==> src/rtl/cdc_pkg.sv <==
// Shared constants and types for the async/sync channel crossing.
// Used by the receiver and the companion transmitter.
package cdc_pkg;

    localparam int PHASES_2 = 2;
    localparam int PHASES_4 = 4;
    localparam int SYNC_STAGES_DEF = 2;

    typedef enum logic {
        IDLE,
        ACK
    } rx_state_t;

endpackage

==> src/rtl/sync_ff_chain.sv <==
// Multi-flop synchronizer for a single-bit asynchronous input.
// Clears to 0 on reset; q is the last stage.
module sync_ff_chain #(
    parameter int STAGES = 2
) (
    input  logic CLK,
    input  logic RESET,
    input  logic d,
    output logic q
);

    logic [STAGES-1:0] chain;

    // Shift the asynchronous input through the flop chain.
    always_ff @(posedge CLK) begin
        if (RESET) begin
            chain <= '0;
        end else begin
            chain <= {chain[STAGES-2:0], d};
        end
    end

    assign q = chain[STAGES-1];

endmodule

==> src/rtl/cdc_a2s_rx_buffered.sv <==
// Synchronous-side receiver for bundled-data tokens from an async sender.
// Synchronizes the request, buffers tokens in a FIFO, presents them FWFT.
module cdc_a2s_rx_buffered
    import cdc_pkg::*;
#(
    parameter int DW          = 64,
    parameter int DEPTH       = 4,
    parameter int SYNC_STAGES = SYNC_STAGES_DEF,
    parameter int PHASES      = PHASES_4,
    parameter int CW          = 32,
    localparam int AW         = $clog2(DEPTH),
    localparam int LW         = $clog2(DEPTH) + 1
) (
    input  logic          CLK,
    input  logic          RESET,
    input  logic          Si,
    input  logic [DW-1:0] Din,
    output logic          So,
    output logic [DW-1:0] dout,
    output logic          dout_valid,
    input  logic          dout_ready,
    output logic [LW-1:0] level,
    output logic [CW-1:0] rx_tokens
);

    logic          si_s;
    logic          full;
    logic          push;
    logic          pop;
    logic          so_nxt;
    rx_state_t     state;
    rx_state_t     state_nxt;
    logic [AW-1:0] wptr;
    logic [AW-1:0] rptr;
    logic [DW-1:0] mem [DEPTH];

    sync_ff_chain #(
        .STAGES(SYNC_STAGES)
    ) u_sync (
        .CLK  (CLK),
        .RESET(RESET),
        .d    (Si),
        .q    (si_s)
    );

    assign full       = (level == LW'(DEPTH));
    assign dout_valid = (level != '0);
    assign pop        = dout_valid & dout_ready;
    assign dout       = mem[rptr];

    // Handshake decode: decide push and next acknowledge level.
    always_comb begin
        state_nxt = state;
        so_nxt    = So;
        push      = 1'b0;
        if (PHASES == PHASES_2) begin
            if ((si_s != So) && !full) begin
                push   = 1'b1;
                so_nxt = si_s;
            end
        end else begin
            unique case (state)
                IDLE: begin
                    so_nxt = 1'b0;
                    if (si_s && !full) begin
                        push      = 1'b1;
                        so_nxt    = 1'b1;
                        state_nxt = ACK;
                    end
                end
                ACK: begin
                    if (!si_s) begin
                        so_nxt    = 1'b0;
                        state_nxt = IDLE;
                    end
                end
            endcase
        end
    end

    // Handshake state, acknowledge and token counter.
    always_ff @(posedge CLK) begin
        if (RESET) begin
            state     <= IDLE;
            So        <= 1'b0;
            rx_tokens <= '0;
        end else begin
            state <= state_nxt;
            So    <= so_nxt;
            if (push) begin
                rx_tokens <= rx_tokens + CW'(1);
            end
        end
    end

    // FIFO pointers and occupancy.
    always_ff @(posedge CLK) begin
        if (RESET) begin
            wptr  <= '0;
            rptr  <= '0;
            level <= '0;
        end else begin
            if (push) begin
                wptr <= wptr + AW'(1);
            end
            if (pop) begin
                rptr <= rptr + AW'(1);
            end
            if (push && !pop) begin
                level <= level + LW'(1);
            end else if (pop && !push) begin
                level <= level - LW'(1);
            end
        end
    end

    // FIFO storage; contents need no reset since level gates validity.
    always_ff @(posedge CLK) begin
        if (push) begin
            mem[wptr] <= Din;
        end
    end

endmodule
==> config.mk <==
export PLATFORM = sky130hd
export DESIGN_NAME = cdc_a2s_rx_buffered
export DESIGN_NICKNAME = d
export VERILOG_FILES = /design/src/rtl/cdc_pkg.sv /design/src/rtl/sync_ff_chain.sv /design/src/rtl/cdc_a2s_rx_buffered.sv
export SDC_FILE = /design/constraint.sdc
export NUM_CORES = 1
export LEC_CHECK = 0
export ABC_AREA = 1
export ABC_CLOCK_PERIOD_IN_PS = 11600
export BUFFER_PORTS_ARGS = -buffer_cell sky130_fd_sc_hd__clkbuf_2
export CAP_MARGIN = 15
export CORE_ASPECT_RATIO = 0.7
export CORE_UTILIZATION = 48
export CTS_CLUSTER_DIAMETER = 80
export DETAILED_ROUTE_END_ITERATION = 10
export GPL_TIMING_DRIVEN = 1
export PLACE_DENSITY = 0.71
export SLEW_MARGIN = 20
export SYNTH_ARGS = -nofsm -noshare
export SYNTH_HDL_FRONTEND = slang
export SYNTH_SLANG_ARGS = --single-unit
==> constraint.sdc <==
create_clock -name CLK -period 11.6 [get_ports CLK]
set_input_delay 2.32 -clock CLK [delete_from_list [all_inputs] [get_ports CLK]]
set_output_delay 2.32 -clock CLK [all_outputs]
set_load 0.01 [all_outputs]
==> results.tsv <==
stage	metric	value	unit
floorplanning	FP Rows	47	
floorplanning	I/O pins	169	
placed_design	placed cell areas	12900	µm²
route	DR DRC count	0	
synthesis	Netlist cell types	34	
placed_design	final HPWL from detailed placement	15600	µm
clocking	clock tree buffer depth	3	
critical_path	CP Buf/Inv Count	3	
sta	setup TNS	0	ns
placed_design	Final Wtd Congestion	0.894	
layout	most common cell after layout, fill and taps aside	edfxtp_1	
status	status	finished, final reports clean	
critical_path	CP arrival	3.03	ns
sta	Fin Clk Skew	0.0196	ns
synthesis	Mapped Nets	1046	
synthesis	cell type with the highest aggregate area in the netlist	edfxtp_1	
layout	FILL cells	1943	
route	router iterations before antenna repair	6	
clocking	clk root buf	clkbuf_16	
synthesis	Ys Warns	0	
floorplanning	Die Y	133	µm
route	Final ANT Viol Nets	0	
placed_design	count of buffers from port buffering	168	
layout	area grow syn2layout	17.2	%
critical_path	Setup crit start kind	register	
floorplanning	Die Width	189	µm
grt	largest net degree at the start of global routing	87	
clocking	CTS Hold Bufs	0	
sta	# setup viols final	0	
grt	number of global-route vias before repair	7412	
placed_design	Placed Instances	1416	
synthesis	Avg Inst Size Synth	12.1	µm²
sta	post-route setup slack	6.25	ns
layout	final antenna diode count	0	
layout	Design Area, Final	13800	µm²
grt	total global routing track utilization	20.4	%
route	Post-Route WL	26200	µm
layout	most frequent cells in the layout	edfxtp_1 (256), nor2_1 (185), clkbuf_2 (168), o21ai_0 (145), nand2_1 (74)	
flow_run	max-capacitance violation count	0	
sta	RSZ-0062 raised after global routing	false	
clocking	postcts setup bufs	0	
layout	flip-flop and latch area	8590	µm²
floorplanning	Core ar.	23900	µm²
layout	layout cells sized above 1	21.7	%
sta	Slew @ Worst Pin	0.954	ns
route	via count	7906	
synthesis	post-synthesis cell area	11800	µm²
critical_path	crit-path cells	clkinv_2, buf_4, o21ai_0, o22ai_1, clkbuf_2	
route	routed vias/inst	5.39	
critical_path	maximum fanout along the worst path	86	
clocking	clock latency on the worst-skew pair	0.54	ns
clocking	post_cts resized	0	
sta	Slew Viols, Final	0	
synthesis	Yosys top cell area share	65.3	%
layout	Nets	1203	
synthesis	post-synthesis sequential area ratio	72.9	%
route	DR iter-0 viols	713	
clocking	total CTS buffers	28	
critical_path	CP Capture Type	output port	
grt	gr ovfl total	0	
route	Wirelength per Cell	17.8	µm
sta	min cycle time layout	5.35	ns
synthesis	flops & latches, synth	301	
clocking	CTS tree	built	
power_and_ir_drop	Pwr Density	192	nW/µm²
sta	fmax	187	MHz
power_and_ir_drop	IR drop worst, VDD	0.000132	V
floorplanning	die area	25200	µm²
synthesis	Synth Instances	971	
critical_path	Setup CP Type	register to output port	
placed_design	Place WS	6.89	ns
critical_path	Critical R2R Launch	level[0]	
critical_path	cell family with most CP delay	buffers and inverters	
clocking	H-tree levels	1	
sta	final cycle utilization of the critical path	46.1	%
sta	worst relative slew slack	36.3	%
sta	Fin. Hold Viols	0	
synthesis	main area contributors after synthesis	edfxtp_1 (65%), dfxtp_1 (7.6%), o21ai_0 (6.2%)	
critical_path	critical path required time	9.28	ns
grt	initial antenna violation count	1	
layout	Finished Layout Cells	1468	
clocking	Clock transition at path regs	0.06	ns
min_path	hold path start	u_sync.chain[0]	
layout	area of the multi-input gates	2810	µm²
grt	global-route wire length before repair	40300	µm
critical_path	CP max stage cell	dfxtp_4	
clocking	TritonCTS Sinks	301	
min_path	HP Class	register to register	
floorplanning	Initial Util	49.3	%
power_and_ir_drop	leakage	4.95	nW
critical_path	crit-path max cell delay	0.65	ns
==> power by group <==
| group | internal (mW) | total, mW | switching [mW] |
|---|---|---|---|
| logic | 0.166 | 0.507 | 0.341 |
| clock network | 0.519 | 0.903 | 0.383 |
| registers | 1.20 | 1.23 | 0.0296 |
==> synthesized netlist by cell type <==
library cell  number
edfxtp_1         256
nor2_1           189
o21ai_0          145
nand2_1           74
o22ai_1           64
inv_1             51
dfxtp_1           45
clkbuf_1          35
a21oi_1           23
nand3_1           18
nand4_1           11
buf_2              8
nor2_2             8
ha_1               6
nor3_1             6
inv_2              4
nand3_2            4
nor2_4             4
buf_1              2
buf_6              2
nand2_2            2
nand2_4            2
a31oi_1            1
and2_1             1
buf_4              1
fa_1               1
nand3_4            1
nand3b_1           1
nor2_8             1
o211ai_1           1
o21a_1             1
o21ai_1            1
o21bai_1           1
xor2_1             1
==> cell type report <==
| class | instances | area share, % |
|---|---|---|
| Timing Repair Buffer | 175 | 6.47 |
| Sequential cell | 301 | 62.2 |
| Multi-Input combinational cell | 567 | 20.3 |
| Inverter | 55 | 1.51 |
| Tap cell | 318 | 2.88 |
| Clock inverter | 21 | 1.24 |
| Clock buffer | 31 | 5.31 |
==> per-stage QoR <==
stage | power, mW | hold slack [ns] | util (%)
after global placement | 1.75 | 0.390 | 54.0
final | 2.64 | 0.403 | 57.8
after floorplan | 1.56 | 0.388 | -
after global routing | 2.75 | 0.410 | 57.8
after CTS | 2.66 | 0.406 | 57.8
after detailed placement | 1.76 | 0.400 | 54.0
==> metal layers <==
metal	track usage [%]	routed length [µm]	up-vias
met3	4.40	2050	34
met1	30.2	12000	3784
met4	4.84	403	2
li1	-	-	3793
met2	30.9	11700	293
met5	0	13	-
==> worst paths after layout <==
kind	endpoint	slack, ns	depth (start not counted)
max	dout[44]	6.25	5
min	u_sync.chain[1]	0.40	2
max reg2reg	mem[0][21]	8.81	5
min reg2reg	u_sync.chain[1]	0.40	2
==> cells by family (layout without fill, tap and decap cells) <==
kind of cell	after synthesis	after routing	share of synthesized area (%)
AOI/OAI and AO/OA	237	237	10.8
xor gates and xnor gates	1	1	0.0744
adders and majority gates	7	7	0.807
buffers and inverters	103	282	3.53
DFF	301	301	72.9
and+or+nand+nor	322	322	11.9
==> flip-flops by register name (all words and copies together) (netlist names), named ones only <==
register	flops
So	1
mem	256
state	1
u_sync.chain	2
level	3
rx_tokens	32
rptr	2
wptr	2
==> worst register-to-register path, stage by stage, from the launching register on <==
cell and delay (ns):
dfxtp_1 0.41, nor2_1 0.09, nand2_1 0.19, nand2_4 0.25
nor2_4 0.78, buf_4 0.66
(Power assumes the default switching activity.)
